$ cat src/rtl/fetch_ctrl.sv
// Instruction-fetch sequencer: owns the PC, keeps one imem request in flight and
// buffers the returned word with its PC in a single output register toward decode.
module fetch_ctrl #(
  parameter int unsigned       XLEN     = 32,
  parameter logic [XLEN-1:0]   RESET_PC = '0
) (
  input  logic            clk,
  input  logic            rst,
  input  logic            fetch_en_i,
  input  logic            redirect_i,
  input  logic [XLEN-1:0] redirect_pc_i,
  output logic            imem_req_o,
  output logic [XLEN-1:0] imem_addr_o,
  input  logic            imem_gnt_i,
  input  logic            imem_rvalid_i,
  input  logic [XLEN-1:0] imem_rdata_i,
  output logic            instr_valid_o,
  output logic [XLEN-1:0] instr_o,
  output logic [XLEN-1:0] pc_o,
  input  logic            instr_ready_i
);

  typedef enum logic [1:0] {
    IDLE = 2'd0,
    REQ  = 2'd1,
    WAIT = 2'd2,
    DROP = 2'd3
  } state_e;

  localparam logic [XLEN-1:0] ALIGN_MASK = {{(XLEN-2){1'b1}}, 2'b00};
  localparam logic [XLEN-1:0] PC_STEP    = {{(XLEN-3){1'b0}}, 3'b100};

  state_e          state_q, state_d;
  logic [XLEN-1:0] pc_q, pc_d;
  logic [XLEN-1:0] instr_q, instr_d;
  logic [XLEN-1:0] pc_out_q, pc_out_d;
  logic            valid_q, valid_d;
  logic            load_s;
  logic            can_issue_s;
  logic            req_s;
  logic [XLEN-1:0] redir_pc_s;
  logic [XLEN-1:0] pc_inc_s;

  assign redir_pc_s  = redirect_pc_i & ALIGN_MASK;
  assign pc_inc_s    = pc_q + PC_STEP;
  // A request is only issued when the response is guaranteed a free output slot.
  assign can_issue_s = ~valid_q | instr_ready_i;
  assign req_s       = (state_q == REQ) & fetch_en_i & can_issue_s & ~redirect_i;

  assign imem_req_o    = req_s;
  assign imem_addr_o   = pc_q;
  assign instr_valid_o = valid_q;
  assign instr_o       = instr_q;
  assign pc_o          = pc_out_q;

  // Next-state, PC and output-register update logic.
  always_comb begin
    state_d  = state_q;
    pc_d     = pc_q;
    load_s   = 1'b0;
    case (state_q)
      IDLE: begin
        if (redirect_i) pc_d = redir_pc_s;
        else            pc_d = pc_q;
        if (fetch_en_i) state_d = REQ;
        else            state_d = IDLE;
      end
      REQ: begin
        if (redirect_i)                 pc_d    = redir_pc_s;
        else if (req_s & imem_gnt_i)    state_d = WAIT;
        else if (!fetch_en_i)           state_d = IDLE;
        else                            state_d = REQ;
      end
      WAIT: begin
        if (redirect_i) begin
          pc_d = redir_pc_s;
          if (imem_rvalid_i) state_d = REQ;
          else               state_d = DROP;
        end else if (imem_rvalid_i) begin
          load_s = 1'b1;
          pc_d   = pc_inc_s;
          if (fetch_en_i) state_d = REQ;
          else            state_d = IDLE;
        end else begin
          state_d = WAIT;
        end
      end
      DROP: begin
        // Stale response from before a redirect: swallow it, then resume.
        if (redirect_i) pc_d = redir_pc_s;
        else            pc_d = pc_q;
        if (imem_rvalid_i) state_d = REQ;
        else               state_d = DROP;
      end
      default: begin
        state_d = IDLE;
      end
    endcase

    if (redirect_i)                    valid_d = 1'b0;
    else if (load_s)                   valid_d = 1'b1;
    else if (valid_q & instr_ready_i)  valid_d = 1'b0;
    else                               valid_d = valid_q;

    if (load_s & ~redirect_i) begin
      instr_d  = imem_rdata_i;
      pc_out_d = pc_q;
    end else begin
      instr_d  = instr_q;
      pc_out_d = pc_out_q;
    end
  end

  // State and datapath registers.
  always_ff @(posedge clk) begin
    if (rst) begin
      state_q  <= IDLE;
      pc_q     <= RESET_PC;
      valid_q  <= 1'b0;
      instr_q  <= '0;
      pc_out_q <= '0;
    end else begin
      state_q  <= state_d;
      pc_q     <= pc_d;
      valid_q  <= valid_d;
      instr_q  <= instr_d;
      pc_out_q <= pc_out_d;
    end
  end

endmodule
$ cat config.mk
export PLATFORM = sky130hd
export DESIGN_NAME = fetch_ctrl
export DESIGN_NICKNAME = d
export VERILOG_FILES = /design/src/rtl/fetch_ctrl.sv
export SDC_FILE = /design/constraint.sdc
export NUM_CORES = 1
export LEC_CHECK = 0
export ABC_AREA = 1
export BUFFER_PORTS_ARGS = -buffer_cell sky130_fd_sc_hd__buf_4
export CORE_AREA = 2 2 126 128
export DETAILED_ROUTE_END_ITERATION = 7
export DIE_AREA = 0 0 128 130
export MAX_ROUTING_LAYER = met4
export SYNTH_ARGS = -nofsm -noshare
export SYNTH_HDL_FRONTEND = slang
export SYNTH_SLANG_ARGS = --single-unit
$ cat constraint.sdc
create_clock -name clk -period 1.55 [get_ports clk]
set_input_delay 0.31 -clock clk [delete_from_list [all_inputs] [get_ports clk]]
set_output_delay 0.31 -clock clk [all_outputs]
set_load 0.1 [all_outputs]
# Word-level counts from Yosys, hierarchy flattened
# Index checks and enable logic that the tools add are counted.
[classes] reduce_logical=5 bitwise=9 addsub=1 eq_ne=6 mux=16
[ops] operator="32-bit two-way mux" n=3
[ops] operator="32-bit case mux with 2 select lines" n=1
[ops] operator="32-bit by 3-bit adder with 32-bit output, second input constant" n=1
[ops] operator="2-bit two-way mux" n=5
[ops] operator="2-bit case mux with 4 select lines" n=1
[ops] operator="1-bit bitwise AND" n=6
[ops] operator="1-bit two-way mux" n=6
[ops] operator="2-bit == test, second input constant" n=2
[ops] operator="3-bit inequality test, second input constant" n=1
[ops] operator="3-bit OR reduction" n=1
[ops] operator="2-bit by 1-bit == test with 1-bit output, second input constant" n=1
[ops] operator="2-bit logical NOT" n=1
[ops] operator="2-bit by 1-bit inequality test with 1-bit output, second input constant" n=1
[ops] operator="2-bit inequality test, second input constant" n=1
[ops] operator="1-bit inverter" n=2
[ops] operator="2-bit AND reduction" n=1
[ops] operator="2-bit nonzero test" n=1
[ops] operator="2-bit OR reduction" n=1
[ops] operator="1-bit bitwise OR" n=1
[word_totals] word_cells=42 in_bits=71 ff_bits=99 out_inout_bits=98

# Logic depth before layout (Yosys ltp)
# Gate-level depths: netlist of run 1.
[depth] ltp_word=8 mapped_depth=10 ltp_nobuf=10

# Least setup slack after synthesis of run 1
# No wires, ideal clock.
[synth_timing] path_type="register to register" start="register valid_q (netlist: instr_valid_o)" end="register state_q[0]" slack_ns=-1.922 arrival_time_ns=3.340 period_less_slack_ns=3.472 stages_incl_launch_ff=7 setup_time_ns=0.132 path_buffers=0 required_ns=1.418 cell_sequence="dfxtp_1 > inv_1 > nor2_1 > nor3_1 > nand2_1 > nand4_1 > a21oi_1"
[synth_via] elab_chain_cells=8
[synth_lines] item="start, declared" line_no="37" rtl="logic valid_q, valid_d;"
[synth_lines] item="start signal, assigned" line_no="125" rtl="valid_q <= valid_d;"
[synth_lines] item="1-bit inverter" line_no="47" rtl="assign can_issue_s = ~valid_q | instr_ready_i;"
[synth_lines] item="1-bit bitwise OR" line_no="47"
[synth_lines] item="1-bit bitwise AND (2 in series)" line_no="48" rtl="assign req_s = (state_q == REQ) & fetch_en_i & can_issue_s & ~redirect_i;"
[synth_lines] item="via imem_req_o" line_no="12" rtl="output logic imem_req_o,"
[synth_lines] item="1-bit bitwise AND" line_no="70" rtl="else if (req_s & imem_gnt_i) state_d = WAIT;"
[synth_lines] item="2-bit two-way mux" line_no="70"
[synth_lines] item="2-bit two-way mux" line_no="69" rtl="if (redirect_i) pc_d = redir_pc_s;"
[synth_lines] item="2-bit case mux with 4 select lines" line_no="61" rtl="case (state_q)"
[synth_lines] item="end signal, assigned" line_no="123" rtl="state_q <= state_d;"
[synth_lines] item="end, declared" line_no="33" rtl="state_e state_q, state_d;"
# The timed path passes the listed nets, and every way through them passes these cells. The select of a mux whose other input is x is not followed.
# A chain may end at the register's enable or synchronous reset.

# Final worst setup path of run 1
[layout_timing] start="register valid_q (netlist: instr_valid_o)" end="output port imem_req_o"
[layout_via] elab_chain_cells=4
[layout_lines] item="1-bit inverter" line_no="47"
[layout_lines] item="1-bit bitwise OR" line_no="47"
[layout_lines] item="1-bit bitwise AND (2 in series)" line_no="48"
[layout_lines] item="end, declared" line_no="12"
# No other way between the ends.

==> reports/results.ini, run 1 <==
[logic_synthesis]
syn_area_um2=4500
syn-instance-count=682
synthFlopType=dfxtp_1
synth_seq_cells=95
synth-edff-count=0
synthArstFlopShare=0
yosys_warnings=0
ys_seq_area_frac=0.422
synth_cell_types=28
avgSynthCellArea_um2=6.60

[route]
drc=0
wl_per_cell_um=15.7
drtIter0Drc=329
wirelength_um=16700
postRouteAntennaNets=0
vias=5083
drtPass1Iterations=4
viasPerCell=4.80

[place]
hpwl_um=11200
dp_cells=1028
dp_slack_ns=0.0306
io_buffers=162
gp_congestion=0.917

[timing]
finalHoldWorstSlack_ns=0.169
rsz0062_at_grt=true
hold_violations=0
slew_violations=0
setup_violations=0
fin_crit_sh=0.989
layout_setup_ws_ns=0.0164
finalClockSkew_ns=0.00958
fin_crit_ns=1.53
max_freq_ghz=0.652

[floorplanning]
num_rows=46
io_pins=169
die_area_um2=16600
die_w_um=128
start_util=0.292
die_h_um=130
fp.coreArea_um2=15400

[grt]
met3_usage=0.0504
grt_pass1_wl_um=24300
grt_overflow=0
top_usage_layer=met2
grt_max_degree=70
grt_antenna_before_repair=0
grt_pass1_vias=4647
grtUsageMet1=0.253
met2_usage=0.289
track_usage=0.191

[finish]
drive_gt1_frac=0.344
n_fill_cell=1634
fin_nets=933
instances_no_fill=1058
area_delta_synth_final_pct=51.7
diodes=0

[power]
max-vdd-ir-drop_uv=545
p_per_area_nw_per_um2=872
power_mw=5.95
power.leakage_nw=3.01

[outcome]
status=complete, no violations

[cts]
cts_buffers=9
path_clk_slew_ns=0.07
cts_max_path_buffers=2
cts.sinks=95
clk_latency_ns=0.36
clock-root-buffer=clkbuf_16
htreeDepth=3
cts_tree=yes

[worst_hold_path]
worst_hold_path_type=in -> reg

[critical_path]
worstSetupEndpointType=primary output
worst_ep_arrival_time_ns=1.22
critPathRequiredTime_ns=1.24
cp-start-kind=flop
critPathMaxFanout=2
crit_type=reg -> out

[job]
max_cap_viol_count=0

-- critical path, stage by stage, from the launching register on --
cell,delay (ns)
dfxtp_4,0.34
inv_2,0.04
nor2_2,0.05
nor3_4,0.24
buf_12,0.21
-- cell families (layout without fill, tap and decap cells) --
logic type | Yosys count | count (layout) | share of synthesized area
simple gates | 332 | 332 | 0.301
other cells | 1 | 4 | 0.000833
flops | 95 | 95 | 0.422
fa+ha+maj | 2 | 2 | 0.00500
mux | 1 | 1 | 0.00222
compound gates | 162 | 162 | 0.185
buf+inv | 89 | 270 | 0.0836
-- layer usage --
| metal | wire (um) | vias up |
|---|---|---|
| li1 | - | 2566 |
| met3 | 1180 | 10 |
| met5 | 0 | - |
| met4 | 165 | 0 |
| met1 | 7510 | 2348 |
| met2 | 7800 | 159 |
-- Yosys cell counts (2+ instances only) --
library cell / number / area, um2
nand2_1: 142 / 533
nor2_1: 130 / 488
dfxtp_1: 95 / 1900
o21ai_0: 92 / 460
a21oi_1: 56 / 280
inv_1: 49 / 184
nand3_1: 38 / 190
buf_2: 16 / 80.1
clkbuf_1: 16 / 60.1
buf_4: 6 / 45.0
nand4_1: 6 / 37.5
or2_2: 6 / 37.5
o21ai_1: 5 / 25.0
nor2_2: 4 / 25.0
nor3_1: 4 / 20.0
o21bai_1: 3 / 22.5
a211oi_1: 2 / 15.0
o211ai_1: 2 / 15.0
-- through the flow --
| stage | setup TNS, ns | util | cell area, um2 |
|---|---|---|---|
| after global routing | -0.299 | 0.443 | 6830 |
| final | 0 | 0.443 | 6830 |
| after CTS | -0.00542 | 0.425 | 6560 |
| after detailed placement | 0 | 0.402 | 6200 |
| after global placement | 0 | 0.402 | 6200 |
| after floorplan | -0.686 | - | 4640 |
-- cells in the final DEF (no fill, tap or decap), drive strengths merged, types with 2 or more instances in the layout --
cell type,instances
a211oi,2
a21oi,56
buf,199
clkbuf,16
clkinv,2
conb,4
dfxtp,95
inv,52
nand2,142
nand3,38
nand4,6
nor2,134
nor3,5
o211ai,2
o21ai,97
o21bai,3
or2,6
-- report_power, final --
| group | total (mW) | switching (mW) | internal, mW |
|---|---|---|---|
| combinational | 1.06 | 0.737 | 0.327 |
| sequential | 2.59 | 0.0989 | 2.49 |
| clock | 2.30 | 0.998 | 1.30 |
-- repair_timing --
item,4_1_cts,5_1_grt
endpoints found under the setup margin,1,65
resized for setup,10,33
hold buffers,0,0
setup buffers,3,6
cloned,0,5
pin swaps,1,5
hold endpoints to repair,0,0
-- final timing paths --
kind / from / end / slack [ns] / depth (start not counted)
worst max register to register: state_q[0] / imem_addr_o[7] / 0.04 / 9
worst min register to register: imem_addr_o[29] / imem_addr_o[29] / 0.50 / 2
worst max-delay path: instr_valid_o / imem_req_o / 0.02 / 4
worst min-delay path: imem_rdata_i[5] / instr_o[5] / 0.17 / 3
-- area by class of cell --
cell class / instances / area (um2) / share of cell area
Clock buffer: 11 / 243 / 0.0355
Inverter: 50 / 188 / 0.0275
Tap cell: 192 / 240 / 0.0352
Sequential cell: 95 / 2000 / 0.292
Multi-Input combinational cell: 501 / 2370 / 0.348
Timing Repair Buffer: 204 / 1730 / 0.254
Clock inverter: 5 / 55.1 / 0.00806
-- state kept, by name, indices dropped and copies added, names as in the netlist --
| register | count |
|---|---|
| instr_valid_o | 1 |
| instr_o | 32 |
| imem_addr_o | 30 |
| pc_o | 30 |
| state_q | 2 |
(Power assumes the default switching activity.)
==> inputs of run 2 (changes only) <==
- ABC_CLOCK_PERIOD_IN_PS: unset -> 1550
- CORE_AREA: 2 2 126 128 -> 2 2 104 156
- DIE_AREA: 0 0 128 130 -> 0 0 106 158
==> run 2 against run 1 <==
  * Via count is 0.61% lower
  * Design area is 0.60% lower
  * Global-route usage is 0.54 points higher
  * Clock skew is 0.00092 ns higher
  * Clock power is 5% lower
  * First-iteration DRC count is 11% lower
  * Largest power group unchanged
==> reports/results.ini, run 2 (same netlist as run 1, synthesis figures left out) <==
[place]
place_area_um2=6250
io_buffers=162
hpwl_um=11800
gp_congestion=0.912

[cts]
htreeDepth=3
cts_buffers=9
cts_hold_buffers=0
cts.sinks=95
path_clk_slew_ns=0.08
clock-root-buffer=clkbuf_16
clk_latency_ns=0.35
cts_max_path_buffers=2
cts_tree=yes

[critical_path]
crit_type=reg -> out
path_buf_inv=2
cpPeakStageDelay_ns=0.35
cp-start-kind=flop
critPathMaxFanout=2
slowest_stage=dfxtp_4
worst_ep_arrival_time_ns=1.21
worstSetupEndpointType=primary output
cp_cell_sequence=inv_2 > nor2_2 > nor3_4 > buf_12
critPathRequiredTime_ns=1.24
cp_top_family=flip-flops

[route]
drtPass1Iterations=4
wirelength_um=15900
drc=0
wl_per_cell_um=14.9
postRouteAntennaNets=0
viasPerCell=4.72
drtIter0Drc=293
vias=5052

[timing]
hold_violations=0
fin_crit_ns=1.52
slew_violations=0
fin_crit_sh=0.978
setup_violations=0
rsz0062_at_grt=true
finalClockSkew_ns=0.0105
fin_setup_tns_ns=0
max_freq_ghz=0.660

[floorplanning]
num_rows=56
start_util=0.291
die_w_um=106
die_h_um=158
io_pins=169
fp.coreArea_um2=15500
die_area_um2=16700

[finish]
diodes=0
final_cell_mix=buf_4 (195), nand2_1 (134), nor2_1 (108)
largest_reg_flops=32
drive_gt1_frac=0.358
multiInputGateArea_um2=2420
area_delta_synth_final_pct=50.7
n_fill_cell=1637
final_common_cell=buf_4
fin_area_um2=6790
fin_nets=934
register_area_um2=2000

[power]
p_sw_frac=0.325
switchingPower_mw=1.90
clkPwrFrac=0.375
p_comb_frac=0.179
power.leakage_nw=2.97
max-vdd-ir-drop_uv=411
p_per_area_nw_per_um2=858
p_int_mw=3.93
p_seq_frac=0.446

[grt]
track_usage=0.196
grt_antenna_before_repair=0
grt_max_degree=57
grt_pass1_wl_um=24900
grt_pass1_vias=4853
grt_overflow=0

[outcome]
status=complete, no violations

[worst_hold_path]
worst_hold_path_type=in -> reg

[job]
max_cap_viol_count=0

run 2: cell types whose count changed in the layout (fill, tap and decap cells not counted), sizes merged:
| cell | previous run | this run |
|---|---|---|
| bufinv | 1 | 0 |
| buf | 199 | 204 |
| clkinvlp | 0 | 1 |
| inv | 52 | 54 |
| clkbuf | 16 | 10 |
run 2: repair_timing:
action                                  CTS  global route
gates resized for setup                   9            48
hold endpoints to repair                  0             0
cloned                                    0             1
setup buffers                             1             6
endpoints found under the setup margin    1            27
pin swaps                                 1             6
run 2: worst min-delay path, stage by stage:
cell	delay, ns
buf_4	0.07
nor2_1	0.03
nor2_1	0.08
run 2: power groups by stage:
stage	Combinational, mW	Sequential [mW]	Clock, mW
final	1.05	2.60	2.19
after floorplan	0.277	3.04	0
after global routing	1.11	2.61	2.36
after CTS	1.02	2.59	2.27
after global placement	1.01	2.65	0
after detailed placement	1.01	2.65	0
run 2: metal layers:
layer,share of wire,vias up,global-route usage,wire (um)
li1,-,2577,-,-
met1,0.39,2292,0.220,6250
met2,0.52,154,0.338,8250
met3,0.058,29,0.0387,930
met4,0.032,0,0.0909,511
met5,0,-,-,0
run 2: worst paths after layout:
path                                       from  depth (start not counted)  slack, ns               to
worst min register to register  imem_addr_o[28]                          2       0.50  imem_addr_o[28]
worst max register to register       state_q[1]                          8       0.08   imem_addr_o[9]
worst min-delay path            imem_rdata_i[9]                          3       0.17       instr_o[9]
worst max-delay path              instr_valid_o                          4       0.03       imem_req_o
run 2: stage by stage:
step | hold slack [ns] | std cells | util | total power [mW] | worst slack [ns]
after CTS | 0.171 | 1063 | 0.425 | 5.88 | -0.0189
after detailed placement | 0.488 | 1046 | 0.404 | 3.66 | 0.0470
after floorplan | 0.379 | 685 | - | 3.31 | -0.284
final | 0.175 | 1070 | 0.439 | 5.83 | 0.0345
after global placement | 0.484 | 1046 | 0.404 | 3.66 | 0.0578
after global routing | 0.174 | 1070 | 0.439 | 6.08 | -0.0202
run 2: layout make-up:
cell class / instances / area share
clock inverters: 7 / 0.00921
multi-input cells: 501 / 0.356
clock buffers: 9 / 0.0332
well taps: 203 / 0.0374
inverters: 50 / 0.0280
flip-flops and latches: 95 / 0.294
repair buffers: 205 / 0.242
==> inputs of run 3 (changes only) <==
--- a/config.mk
+++ b/config.mk
@@ -8,3 +8,3 @@
 export ABC_AREA = 1
-export ABC_CLOCK_PERIOD_IN_PS = 1550
+export ABC_CLOCK_PERIOD_IN_PS = 1500
 export BUFFER_PORTS_ARGS = -buffer_cell sky130_fd_sc_hd__buf_4
==> constraint.sdc (replaced) <==
create_clock -name clk -period 1.5 [get_ports clk]
set_input_delay 0.3 -clock clk [delete_from_list [all_inputs] [get_ports clk]]
set_output_delay 0.3 -clock clk [all_outputs]
set_load 0.01 [all_outputs]
==> run 3 against run 2 <==
  * Setup slack worse by 0.032 ns
  * Non-clock buffer count increased by 41
  * Sequential power is 2% higher
  * Via count rose by 3.8%
  * Design area increased by 5.9%
  * Sequential share of layout area shrank 2.6 points
==> reports/results.ini, run 3 (same netlist as run 1, synthesis figures left out) <==
[outcome]
status=complete, no violations

[timing]
finalClockSkew_ns=0.00855
rsz0062_at_grt=true
fin_crit_ns=1.50
layout_setup_ws_ns=0.00286
fin_setup_tns_ns=0
finalHoldWorstSlack_ns=0.163
max_freq_ghz=0.668
hold_violations=0
slew_violations=0
setup_violations=0
fin_crit_sh=0.998

[place]
gp_congestion=0.897
hpwl_um=11900
dp_slack_ns=-0.0176
place_area_um2=6430
io_buffers=162

[finish]
diodes=0
fin_nets=975
final_common_cell=buf_4
area_delta_synth_final_pct=59.6
fin_area_um2=7190
largest_reg_flops=32
final_cell_mix=buf_4 (225), nand2_1 (128), nor2_1 (106)
drive_gt1_frac=0.384
n_fill_cell=1551

[power]
power.leakage_nw=3.21
p_seq_frac=0.460
p_comb_frac=0.133
power_mw=5.76
p_int_mw=4.16
p_sw_frac=0.278
max-vdd-ir-drop_uv=563
p_per_area_nw_per_um2=802
switchingPower_mw=1.60
clkPwrFrac=0.407

[cts]
cts_max_path_buffers=2
htreeDepth=3
clock-root-buffer=clkbuf_16
clk_latency_ns=0.36
cts_tree=yes
cts_buffers=9
path_clk_slew_ns=0.07
cts.sinks=95
cts_hold_buffers=0

[critical_path]
cp-start-kind=flop
critPathMaxFanout=8
cp_top_family=buffers and inverters
cpPeakStageDelay_ns=0.36
worst_ep_arrival_time_ns=1.78
crit_type=reg -> reg
critPathRequiredTime_ns=1.78
crit_top_cell=inv_2
path_buf_inv=5
worstSetupEndpointType=flop
cp_cell_sequence=inv_2 > buf_6 > nor3_4 > buf_12 > inv_2 > buf_4 > o21ai_1 > nand2_1 > a21oi_2
slowest_stage=dfxtp_2

[floorplanning]
die_area_um2=16700
start_util=0.291
io_pins=169
die_h_um=158
die_w_um=106
num_rows=56
fp.coreArea_um2=15500

[route]
viasPerCell=4.72
drc=0
wirelength_um=16600
drtPass1Iterations=7
postRouteAntennaNets=0
wl_per_cell_um=14.9
drtIter0Drc=232
vias=5243

[grt]
grt_max_degree=42
grt_antenna_before_repair=0
grt_pass1_vias=4719
grt_pass1_wl_um=24600
track_usage=0.192
grt_overflow=0

[worst_hold_path]
worst_hold_path_type=in -> reg

[job]
max_cap_viol_count=0

==> run 3: cell count changes in the layout (fill, tap and decap cells not counted), moves of 4 or more <==
cell / delta
o21ai_1: +7
nand2_1: -6
o21ai_0: -8
dfxtp_1: +14
nor2_4: +4
buf_6: +5
dfxtp_4: -22
dfxtp_2: +8
buf_4: +30
nand2_2: +6
==> run 3: path summary, 6_finish.rpt <==
path / from / to / slack (ns) / depth (start not counted)
min: imem_rdata_i[26] / instr_o[26] / 0.16 / 3
max reg2reg: state_q[1] / imem_addr_o[7] / 0.003 / 9
max: state_q[1] / imem_addr_o[7] / 0.003 / 9
min reg2reg: imem_addr_o[31] / imem_addr_o[31] / 0.50 / 2
==> run 3: through the flow <==
step | util | std cells
4_1_cts | 0.439 | 1102
5_1_grt | 0.464 | 1111
2_1_floorplan | - | 685
6_report | 0.464 | 1111
3_5_place_dp | 0.415 | 1083
3_3_place_gp | 0.415 | 1083
==> run 3: repair_timing <==
action	4_1_cts	5_1_grt
setup endpoints to repair	7	87
setup buffers	3	5
pin swaps	3	10
resized for setup	19	89
cloned	0	4
==> run 3: tightest hold or removal path, stage by stage <==
cell	delay, ns
buf_4	0.08
nor2_1	0.03
nor2_1	0.08
==> run 3: cell type report <==
class                   count  area, um2  share of cell area
clock buffers               9        225              0.0313
repair buffers            246       2060               0.287
inverters                  50        188              0.0261
clock inverters             7       71.3             0.00992
flip-flops and latches     95       1920               0.268
multi-input cells         501       2470               0.343
well taps                 203        254              0.0353
==> run 3: power by group through the flow <==
stage                     combinational, mW  clock [mW]  sequential [mW]
after detailed placement              0.712           0             2.70
final                                 0.764        2.35             2.65
after floorplan                       0.236           0             2.74
after CTS                             0.727        2.41             2.64
after global placement                0.710           0             2.70
after global routing                  0.833        2.52             2.66
==> run 3: metal layers <==
metal | wire length, um | track usage | vias to the layer above
li1 | - | - | 2658
met1 | 6930 | 0.229 | 2409
met2 | 8510 | 0.326 | 152
met3 | 793 | 0.0350 | 24
met4 | 352 | 0.0664 | 0
met5 | 0 | - | -
